## src/rtl/seg7_pkg.sv

```systemverilog
// Shared definitions for the seven-segment scan controller:
// segment pattern table, output width and the digit one-hot helper.
package seg7_pkg;

  localparam int SEG_W      = 8;
  localparam int MAX_DIGITS = 16;

  typedef logic [3:0] nibble_t;

  // Active-low 7-bit patterns, bit order {g,f,a,b,e,d,c} as wired on the board.
  // Entry 15 first (F) down to entry 0 (0).
  localparam logic [15:0][6:0] SEG_PAT = {
    7'h0B, 7'h09, 7'h30, 7'h49, 7'h18, 7'h02, 7'h04, 7'h00,
    7'h66, 7'h08, 7'h0C, 7'h16, 7'h24, 7'h21, 7'h76, 7'h40
  };

  // Segment word for a '0' with the decimal point off.
  localparam logic [SEG_W-1:0] SEG_ZERO = 8'h7E;

  // One-hot select for a digit index; callers truncate to their digit count.
  function automatic logic [MAX_DIGITS-1:0] digit_onehot(input logic [3:0] idx);
    return MAX_DIGITS'(1) << idx;
  endfunction

endpackage

```

## src/rtl/seg7_decode.sv

```systemverilog
// Combinational nibble + decimal point to segment word converter.
// seg[7:1] are active-high segments, seg[0] is the decimal point.
module seg7_decode
  import seg7_pkg::*;
(
  input  nibble_t          nibble,
  input  logic             dp,
  output logic [SEG_W-1:0] seg
);

  assign seg = {~SEG_PAT[nibble], dp};

endmodule

```

## src/rtl/seg7_scan_ctrl.sv

```systemverilog
// Time-multiplexed seven-segment scan controller.
// A loaded value is held in a pending buffer and only copied to the display
// buffer on the tick that wraps the scan back to digit 0, so a frame never
// mixes old and new digits.
// Optional feature: define SEG7_LZ_BLANK_EN to blank leading-zero digits.
module seg7_scan_ctrl
  import seg7_pkg::*;
#(
  parameter int NUM_DIGITS = 8,
  parameter int DIV        = 50000
) (
  input  logic                    iCLK,
  input  logic                    iRST_N,
  input  logic [4*NUM_DIGITS-1:0] iVALUE,
  input  logic                    iLOAD,
  output logic                    oREADY,
  input  logic [NUM_DIGITS-1:0]   iDP,
  output logic [NUM_DIGITS-1:0]   oDIG_SEL,
  output logic [SEG_W-1:0]        oSEG,
  output logic                    oFRAME
);

  localparam int PW = $clog2(DIV);
  localparam int IW = $clog2(NUM_DIGITS);
  localparam int VW = 4 * NUM_DIGITS;

  logic [PW-1:0]         presc_reg, presc_next;
  logic [IW-1:0]         idx_reg, idx_next;
  logic [VW-1:0]         pend_reg, pend_next;
  logic [VW-1:0]         disp_reg, disp_next;
  logic                  pending_reg, pending_next;
  logic [NUM_DIGITS-1:0] dig_sel_reg, dig_sel_next;
  logic [SEG_W-1:0]      seg_reg, seg_next, dec_seg;
  logic                  frame_reg;

  logic                  tick, wrap, load_acc, commit;
  logic                  blank;
  nibble_t               nib [NUM_DIGITS];

  assign tick     = (presc_reg == PW'(DIV - 1));
  assign wrap     = tick && (idx_reg == IW'(NUM_DIGITS - 1));
  assign load_acc = iLOAD && !pending_reg;
  assign commit   = wrap && pending_reg;

  // Next-state for prescaler, scan index, buffers and the select output.
  always_comb begin
    presc_next = tick ? '0 : presc_reg + 1'b1;
    idx_next   = idx_reg;
    if (tick) begin
      idx_next = wrap ? '0 : idx_reg + 1'b1;
    end
    pend_next    = load_acc ? iVALUE : pend_reg;
    disp_next    = commit ? pend_reg : disp_reg;
    pending_next = pending_reg;
    if (load_acc) begin
      pending_next = 1'b1;
    end else if (commit) begin
      pending_next = 1'b0;
    end
    dig_sel_next = NUM_DIGITS'(digit_onehot(4'(idx_next)));
  end

  // Split the post-commit display value into per-digit nibbles.
  generate
    for (genvar gi = 0; gi < NUM_DIGITS; gi++) begin : g_nib
      assign nib[gi] = disp_next[4*gi +: 4];
    end
  endgenerate

  // Single decoder on the digit that becomes active at the next edge.
  seg7_decode u_decode (
    .nibble (nib[idx_next]),
    .dp     (iDP[idx_next]),
    .seg    (dec_seg)
  );

`ifdef SEG7_LZ_BLANK_EN
  // upper_zero[k] is set when nibbles k..NUM_DIGITS-1 are all zero.
  logic [NUM_DIGITS:0] upper_zero;
  assign upper_zero[NUM_DIGITS] = 1'b1;
  generate
    for (genvar gi = 0; gi < NUM_DIGITS; gi++) begin : g_lz
      assign upper_zero[gi] = (nib[gi] == 4'h0) && upper_zero[gi+1];
    end
  endgenerate
  // Digit 0 always shows, so an all-zero value still reads "0".
  assign blank = (idx_next != '0) && upper_zero[idx_next];
`else
  assign blank = 1'b0;
`endif

  // Blanked digits keep the live decimal point.
  always_comb begin
    seg_next = dec_seg;
    if (blank) begin
      seg_next = {{(SEG_W-1){1'b0}}, dec_seg[0]};
    end
  end

  // State and registered outputs; reset discards any pending load.
  always_ff @(posedge iCLK or negedge iRST_N) begin
    if (!iRST_N) begin
      presc_reg   <= '0;
      idx_reg     <= '0;
      pend_reg    <= '0;
      disp_reg    <= '0;
      pending_reg <= 1'b0;
      dig_sel_reg <= NUM_DIGITS'(1);
      seg_reg     <= SEG_ZERO;
      frame_reg   <= 1'b0;
    end else begin
      presc_reg   <= presc_next;
      idx_reg     <= idx_next;
      pend_reg    <= pend_next;
      disp_reg    <= disp_next;
      pending_reg <= pending_next;
      dig_sel_reg <= dig_sel_next;
      seg_reg     <= seg_next;
      frame_reg   <= wrap;
    end
  end

  assign oREADY   = !pending_reg;
  assign oDIG_SEL = dig_sel_reg;
  assign oSEG     = seg_reg;
  assign oFRAME   = frame_reg;

endmodule

```

## config.mk

```make
export PLATFORM = sky130hd
export DESIGN_NAME = seg7_scan_ctrl
export DESIGN_NICKNAME = d
export VERILOG_FILES = /design/src/rtl/seg7_pkg.sv /design/src/rtl/seg7_decode.sv /design/src/rtl/seg7_scan_ctrl.sv
export SDC_FILE = /design/constraint.sdc
export NUM_CORES = 1
export LEC_CHECK = 0
export ABC_AREA = 1
export CAP_MARGIN = 20
export CORE_MARGIN = 8
export CORE_UTILIZATION = 55
export CTS_BUF_LIST = sky130_fd_sc_hd__clkbuf_4 sky130_fd_sc_hd__clkbuf_8 sky130_fd_sc_hd__clkbuf_16
export CTS_CLUSTER_SIZE = 25
export DETAILED_ROUTE_END_ITERATION = 12
export PLACE_DENSITY = 0.84
export SYNTH_ARGS = -nofsm -noshare
export SYNTH_HDL_FRONTEND = slang
export SYNTH_SLANG_ARGS = --single-unit
export TNS_END_PERCENT = 5
```

## constraint.sdc

```tcl
create_clock -name iCLK -period 3 [get_ports iCLK]
set_input_delay 0.6 -clock iCLK [delete_from_list [all_inputs] [get_ports iCLK]]
set_output_delay 0.6 -clock iCLK [all_outputs]
set_load 0.02 [all_outputs]
```

==> results by stage, run 1 <==
Outcome:
- The flow ran to the end, and the final reports show no timing, DRC or antenna violations.

STA:
- The number of hold-slack violations in the final timing report is 0.
- The setup TNS after final layout is 0 ns.
- The count of pins over their slew limit is 0.
- Of the available clock period, the critical path in the final layout requires 0.925.
- The count of final setup violators is 0.
- On the final layout, the worst clock skew is 0.0146 ns.
- The transition at the pin with the smallest max-transition slack is 0.716 ns.
- Setup repair after global routing left no endpoint under its margin.
- Headroom to the max-slew limit came out at 0.523.
- Derived from the worst setup path, the maximum achievable clock frequency is 360 MHz.
- After layout, the minimum clock period comes to 2.77 ns.
- The post-layout worst setup margin is 0.225 ns.

Clock tree:
- The clock net in this run drives a total of 101 sinks.
- The clock-pin slew of the registers on the worst-case setup and hold paths is 0.11 ns.
- The CTS tree is built.
- The maximum buffer depth of the clock tree is 2.
- The root buffer cell chosen for the clock tree is sky130_fd_sc_hd__clkbuf_8.
- For the worst-skew pair, the clock arrives at the later sink with an insertion delay of 0.38 ns.
- The deepest level of the CTS H-tree is 3.
- The number of buffers added by the clock tree synthesis step is 9.

Detailed routing:
- The number of remaining DRC errors is 0.
- The final wirelength is 10,800 um.
- In this run the remaining antenna-violating nets after routing total 0.
- The via-per-instance ratio is 5.31.
- The first detailed-routing pass took 5 iterations.
- The number of DRC markers after the initial detailed-route iteration is 284.
- After detailed routing, the average wire length per cell comes to 15.2 um.
- The via count is 3,793.

Worst setup path:
- The largest single stage delay on the critical path is 0.39 ns.
- The number of cells on the worst reg-to-reg path is 19.
- Counting stages on the worst path, the most repeated cell is sky130_fd_sc_hd__nand2_1.
- The reg2reg setup slack is 0.23 ns.
- In this run the critical register-to-register path is launched from presc_reg[0]$_DFF_PN0_.
- The startpoint kind of the worst setup timing path is a flop.
- Along the worst path, the maximum fanout reaches 10.
- For the worst setup path, the data required time is 3.31 ns.
- On the critical path, the stage with the largest delay is an instance of sky130_fd_sc_hd__dfrtp_1.
- Walking the worst path, the cells encountered are ha_1, nand3_2, nor2_4, nand2_4, nand2_2, nand2_4, nor2_8, inv_2, nor2_1, nand2_1, nand2_1, nor2_1, nand2_2, inv_1, ha_1, nand2_1, nand2_1, nand2_1, nand2_1.
- The worst setup path is captured at a flop.
- The kind of critical path is flop to flop.
- In this run the critical register-to-register path is captured at oSEG[2]$_DFF_PN1_.
- STA puts the critical path data arrival time at 3.08 ns.

Synth:
- Counting every net in the synthesized netlist gives 588.
- The unique cell type count in the Yosys netlist is 39.
- The number of warnings printed during yosys synthesis is 0.
- After synthesis the cells add up to 4860 sq um.
- A synthesized cell averages 9.08 sq um.
- The synthesized design contains 101 register bits.
- The share of synthesized area occupied by flip-flops and latches is 0.522.
- After technology mapping, the gate count stands at 535.

Power and ir drop:
- The analysis attributes to cell leakage a power of 2.97 nW.
- The worst-case IR drop observed on VDD is 0.371 mV.
- The power density over the cells is 415 nW/um^2.

Layout:
- The filler cell count in the final layout is 666.
- The final non-filler cell total is 714.
- 0 antenna diodes ended up in the layout.
- The layout overhead on the synthesized area is 19.2%.
- The area of all sequential standard cells is 2540 sq um.
- The final net count is 654.
- The area of the multi-input gates is 2040 sq um.
- The top cell types in the final layout, fill and taps aside, are sky130_fd_sc_hd__nand2_1, sky130_fd_sc_hd__dfrtp_1, sky130_fd_sc_hd__clkdlybuf4s50_1, sky130_fd_sc_hd__inv_1, sky130_fd_sc_hd__nor2_1.
- The most frequent standard cell in the layout excluding fill and tap cells is sky130_fd_sc_hd__nand2_1.
- In the final layout, the share of cells above drive strength 1 is 0.183.

Global route:
- The maximum number of pins on one net before global-route repair is 56.
- The overall track demand over capacity in global routing is 0.192.
- The number of antenna violations at the first check in global routing is 0.
- The via count of the first global-routing pass came to 3,941.
- The first-pass GRT wire length is 18,100 um.
- The leftover overflow at the end of global routing is 0.

Placed design:
- The number of I/O port buffers is 60.
- The pre-CTS setup slack is 0.121 ns.
- The HPWL after detailed placement is 8030 um.
- The weighted congestion at the end of routability-driven global placement is 0.863.
- The total instance count after detailed placement is 697.

Run:
- The max-capacitance violation count is 0.

Floorplan:
- The placeable core area is 8640 sq um.
- The die span in x is 110 um.
- The die height is 110 um.
- The starting utilization of the core area is 0.562.
- 61 I/O pins were placed.
- The number of cell rows is 34.
- The die area is 12,100 sq um.

Hold path:
- The worst hold path belongs to the class input port to asynchronous set/reset pin.
power breakdown:
group / switching, mW / leakage [nW] / internal [mW]
clock: 0.520 / 0.101 / 0.338
combinational: 0.0494 / 1.55 / 0.0766
sequential: 0.0206 / 1.32 / 1.40
total: 0.590 / 2.97 / 1.81
metrics by stage:
| step | area, sq um | power, mW | utilization | hold WS (ns) |
|---|---|---|---|---|
| 2_1_floorplan | 4860 | 1.47 | - | 0.304 |
| 3_3_place_gp | 5590 | 1.57 | 0.647 | 0.445 |
| 3_5_place_dp | 5590 | 1.57 | 0.647 | 0.465 |
| 4_1_cts | 5780 | 2.42 | 0.669 | 0.292 |
| 5_1_grt | 5790 | 2.49 | 0.670 | 0.326 |
| 6_report | 5790 | 2.40 | 0.670 | 0.273 |
cell families (layout without fill, tap and decap cells):
logic type / Yosys count / in the layout / share of synthesized area
simple gates: 302 / 302 / 0.296
xor+xnor: 3 / 3 / 0.00541
fa+ha+maj: 10 / 10 / 0.0258
compound gates: 24 / 24 / 0.0291
mux: 27 / 27 / 0.0626
buf+inv: 68 / 139 / 0.0593
flops: 101 / 101 / 0.522
timing repair:
item / CTS / global route
hold buffers: 0 / 0
gates resized for setup: 0 / 2
buffers inserted: 0 / 1
setup endpoints to repair: 0 / 7
area by class of cell:
type | instances | area share
multi-input cells | 366 | 0.352
clock inverters | 6 | 0.0104
clock buffers | 10 | 0.0227
well taps | 108 | 0.0233
flip-flops and latches | 101 | 0.438
repair buffers | 67 | 0.117
inverters | 56 | 0.0370
worst max-delay path, delay by kind of cell, from the launching register on:
family        cells  cell delay (ns)
fa+ha+maj         2             0.53
buf+inv           2             0.17
flops             1             0.39
simple gates     15             1.63
worst max path at each step:
stage	startpoint	to	depth (start not counted)	slack [ns]
2_1_floorplan	idx_reg[0]$_DFF_PN0_	oSEG[2]$_DFF_PN1_	17	0.57
3_3_place_gp	idx_reg[0]$_DFF_PN0_	oSEG[2]$_DFF_PN1_	17	0.25
3_5_place_dp	idx_reg[0]$_DFF_PN0_	oSEG[2]$_DFF_PN1_	17	0.12
4_1_cts	idx_reg[0]$_DFF_PN0_	oSEG[2]$_DFF_PN1_	17	0.09
5_1_grt	presc_reg[0]$_DFF_PN0_	oSEG[2]$_DFF_PN1_	19	0.01
6_report	presc_reg[0]$_DFF_PN0_	oSEG[2]$_DFF_PN1_	19	0.23
cell usage after synthesis (all sizes together):
master | n | area, sq um
clkbuf | 3 | 11.3
nand2 | 199 | 833
a22oi | 2 | 15.0
o21ai | 6 | 30.0
buf | 9 | 62.6
inv | 55 | 209
a221oi | 1 | 8.76
nor4 | 2 | 12.5
ha | 10 | 125
a21oi | 10 | 50.1
nand4 | 11 | 83.8
xor2 | 3 | 26.3
nor3 | 2 | 15.0
nand3b | 1 | 7.51
clkinv | 1 | 5.00
a31oi | 1 | 6.26
a211oi | 1 | 7.51
dfrtp | 94 | 2350
o221ai | 1 | 8.76
o21a | 1 | 7.51
o21bai | 1 | 7.51
nand3 | 27 | 160
mux2 | 27 | 304
dfstp | 7 | 184
nor2 | 60 | 323
metal layers:
layer,wire length [um],global-route usage
met4,274,0.0723
met3,499,0.0457
met5,0,0
met1,4520,0.227
met2,5560,0.332
Note: power is estimated with default switching activity, not from simulation.
==> inputs of run 2 (changes only) <==
--- a/config.mk
+++ b/config.mk
@@ -8,11 +8,11 @@
 export ABC_AREA = 1
 export CAP_MARGIN = 20
 export CORE_MARGIN = 8
-export CORE_UTILIZATION = 55
+export CORE_UTILIZATION = 60
 export CTS_BUF_LIST = sky130_fd_sc_hd__clkbuf_4 sky130_fd_sc_hd__clkbuf_8 sky130_fd_sc_hd__clkbuf_16
 export CTS_CLUSTER_SIZE = 25
 export DETAILED_ROUTE_END_ITERATION = 12
-export PLACE_DENSITY = 0.84
+export PLACE_DENSITY = 0.9
 export SYNTH_ARGS = -nofsm -noshare
 export SYNTH_HDL_FRONTEND = slang
 export SYNTH_SLANG_ARGS = --single-unit
==> constraint.sdc (replaced) <==
create_clock -name iCLK -period 3.37 [get_ports iCLK]
set_input_delay 0.674 -clock iCLK [delete_from_list [all_inputs] [get_ports iCLK]]
set_output_delay 0.674 -clock iCLK [all_outputs]
set_load 0.02 [all_outputs]
==> run 2 against run 1 <==
  * Cell count down 0.70%
  * Via count up 0.50%
  * Non-clock buffer count down 2
  * Critical path depth unchanged
  * Worst hold slack better by 0.055 ns
  * Worst setup slack better by 0.21 ns
  * Clock power down 2%
==> results by stage, run 2 (same netlist as run 1, synthesis figures left out) <==
Power and ir drop:
- The maximum vdd ir drop is 0.240 mV.
- The design draws 2.21 mW.
- Summed over all cells, the static leakage comes to 2.97 nW.
- The power density over the cells is 382 nW/um^2.

STA:
- For the final routed database, the setup TNS stands at 0 ns.
- The final critical delay including setup and external delays is 2.93 ns.
- The worst max-slew margin expressed relative to the limit is 0.530.
- The count of pins over their slew limit came to 0.
- The count of final setup violators is 0.
- The highest clock rate is 341 MHz.
- Setup repair after global routing left no endpoint under its margin.
- Of the available clock period, the critical path in the final layout requires 0.871.
- At the pin with the least slew margin, the transition time is 0.704 ns.
- Between clock sinks in the finished design, the worst skew comes to 0.0125 ns.
- The number of hold-slack violations in the final timing report is 0.

Clock tree:
- Counting along the longest clock path gives a buffer depth of 2.
- The clock-pin slew of the registers on the worst-case setup and hold paths is 0.11 ns.
- In this run the clock root is driven by a sky130_fd_sc_hd__clkbuf_8.
- The H-tree was split into 3 levels.
- The tree built by TritonCTS fans out to 101 sinks.
- For this design, the CTS-stage hold fixing added 0 buffers.
- The CTS tree is built.
- The number of gates resized after CTS is 0.
- Buffers inserted during clock tree synthesis total 9.
- Once the clock tree was built, the setup fixing pass inserted 0 buffers.
- For the worst-skew pair, the clock arrives at the later sink with an insertion delay of 0.38 ns.

Floorplan:
- The placeable core area is 8010 sq um.
- The die span in x is 106 um.
- The die covers 11,200 sq um.
- The die height is 106 um.
- The initial utilization of the core area, before any placement, comes to 0.606.
- The number of ports placed on the die boundary is 61.
- The number of cell rows is 33.

Worst setup path:
- The start point of the critical path is presc_reg[0]$_DFF_PN0_.
- The worst setup path is launched from a flop.
- Across all register-to-register paths, the minimum setup slack is 0.44 ns.
- STA puts the critical path data required time at 3.68 ns.
- The endpoint type of the worst setup path is a flop.
- The maximum fanout count along the critical path is 11.
- The data arrival time of the critical path is 3.25 ns.
- The critical path in this run is classified as flop to flop.
- The critical register-to-register path startpoint is presc_reg[0]$_DFF_PN0_.
- Measured in cells, the most critical reg-to-reg path has a length of 19.
- The reg-to-reg endpoint is oSEG[2]$_DFF_PN1_.
- In this run the worst setup path terminates at oSEG[2]$_DFF_PN1_.

Placed design:
- The weighted congestion at the end of routability-driven global placement is 0.898.
- Summing all placed instances gives a cell area of 5560 sq um.
- Detailed placement finished with a half-perimeter wire length of 7680 um.
- The number of I/O port buffers is 60.

Layout:
- The final net count is 652.
- The final design instance area without fill is 5790 sq um.
- The area of the multi-input gates is 2040 sq um.
- The layout overhead on the synthesized area is 19.2%.
- The fraction of final layout cells sized beyond drive strength 1 is 0.180.
- The filler cell count in the final layout is 549.
- The area of all sequential standard cells is 2540 sq um.
- The top cell types in the final layout, fill and taps aside, are sky130_fd_sc_hd__nand2_1, sky130_fd_sc_hd__dfrtp_1, sky130_fd_sc_hd__clkdlybuf4s50_1, sky130_fd_sc_hd__inv_1, sky130_fd_sc_hd__nor2_1.
- Leaving out fill and tap cells, the most frequent cell in the layout is sky130_fd_sc_hd__nand2_1.
- The repair_antennas step left the layout with diodes totalling 0.

Detailed routing:
- The number of DRC markers after the initial detailed-route iteration is 223.
- The number of nets with antenna violations after routing is 0.
- The per-cell routed wire length is 14.9 um.
- The number of remaining DRC errors is 0.
- The count of TritonRoute iterations in the first routing pass is 5.
- Dividing the detail-routed via count by the number of cells gives 5.38.
- The final wirelength is 10,600 um.
- The via count is 3,812.

Global route:
- The number of antenna violations at the first check in global routing is 0.
- The overall track demand over capacity in global routing is 0.197.
- The leftover overflow at the end of global routing is 0.
- The via count of the first global-routing pass came to 4,045.
- The maximum number of pins on one net before global-route repair is 57.
- The first global-routing pass estimated 18,200 um of wire.

Outcome:
- The flow ran to the end, and the final reports show no timing, DRC or antenna violations.

Run:
- The max-capacitance violation count is 0.

Hold path:
- The worst hold-check path type is input port to asynchronous set/reset pin.
## run 2: cell count changes in the layout (fill, tap and decap cells not counted)
| cell | delta |
|---|---|
| sky130_fd_sc_hd__nor2_2 | -1 |
| sky130_fd_sc_hd__inv_8 | -2 |
| sky130_fd_sc_hd__nand2_1 | -1 |
| sky130_fd_sc_hd__buf_12 | -1 |
| sky130_fd_sc_hd__clkinv_8 | +2 |
| sky130_fd_sc_hd__bufinv_16 | +1 |
| sky130_fd_sc_hd__nand2_2 | +1 |
| sky130_fd_sc_hd__buf_4 | -1 |
| sky130_fd_sc_hd__clkbuf_4 | -1 |
| sky130_fd_sc_hd__nor2_1 | +1 |
## run 2: worst max-delay path, cell delays in order, from the launching register on
cell and delay, ns:
sky130_fd_sc_hd__dfrtp_1 0.39, sky130_fd_sc_hd__ha_1 0.23, sky130_fd_sc_hd__nand3_2 0.17, sky130_fd_sc_hd__nor2_4 0.21, sky130_fd_sc_hd__nand2_4 0.12, sky130_fd_sc_hd__inv_2 0.11, sky130_fd_sc_hd__nand3_1 0.09, sky130_fd_sc_hd__nand2_2 0.22
sky130_fd_sc_hd__inv_2 0.16, sky130_fd_sc_hd__nor2_1 0.19, sky130_fd_sc_hd__nand2_1 0.07, sky130_fd_sc_hd__nand2_1 0.07, sky130_fd_sc_hd__nor2_1 0.05, sky130_fd_sc_hd__nand2_2 0.12, sky130_fd_sc_hd__inv_1 0.11, sky130_fd_sc_hd__ha_1 0.30
sky130_fd_sc_hd__nand2_1 0.09, sky130_fd_sc_hd__nand2_1 0.06, sky130_fd_sc_hd__nand2_1 0.05, sky130_fd_sc_hd__nand2_1 0.05
## run 2: cell type report
class / count / area share
multi-input cells: 366 / 0.352
repair buffers: 65 / 0.112
inverters: 56 / 0.0369
well taps: 105 / 0.0227
clock buffers: 9 / 0.0214
flip-flops and latches: 101 / 0.438
clock inverters: 7 / 0.0173
## run 2: report_power, final
part	total (mW)	internal [mW]	switching, mW
Combinational	0.110	0.0680	0.0416
Clock	0.839	0.369	0.470
Sequential	1.26	1.25	0.0188
Total	2.21	1.68	0.530
## run 2: worst min path at each step
stage | from | endpoint | slack (ns) | cells after the start
2_1_floorplan | iRST_N | disp_reg[0]$_DFF_PN0_ | 0.38 | 0
6_report | iRST_N | presc_reg[7]$_DFF_PN0_ | 0.33 | 1
3_3_place_gp | presc_reg[0]$_DFF_PN0_ | presc_reg[0]$_DFF_PN0_ | 0.44 | 1
5_1_grt | iRST_N | presc_reg[7]$_DFF_PN0_ | 0.39 | 1
3_5_place_dp | presc_reg[0]$_DFF_PN0_ | presc_reg[0]$_DFF_PN0_ | 0.46 | 1
4_1_cts | iRST_N | idx_reg[1]$_DFF_PN0_ | 0.36 | 1
## run 2: metal layers
metal  part of all wire  up-vias  GRT usage
met5                  0        -          0
met4              0.031        0      0.106
met3              0.050       35     0.0478
met2               0.51      137      0.331
met1               0.41     1830      0.229
li1                   -     1810          -
## run 2: metrics by stage
stage          hold WS [ns]  std cells   util  setup slack (ns)
2_1_floorplan         0.378        535      -             0.938
3_3_place_gp          0.444        693  0.694             0.375
3_5_place_dp          0.457        693  0.694             0.303
4_1_cts               0.362        709  0.722             0.268
5_1_grt               0.394        709  0.723             0.180
6_report              0.328        709  0.723             0.436
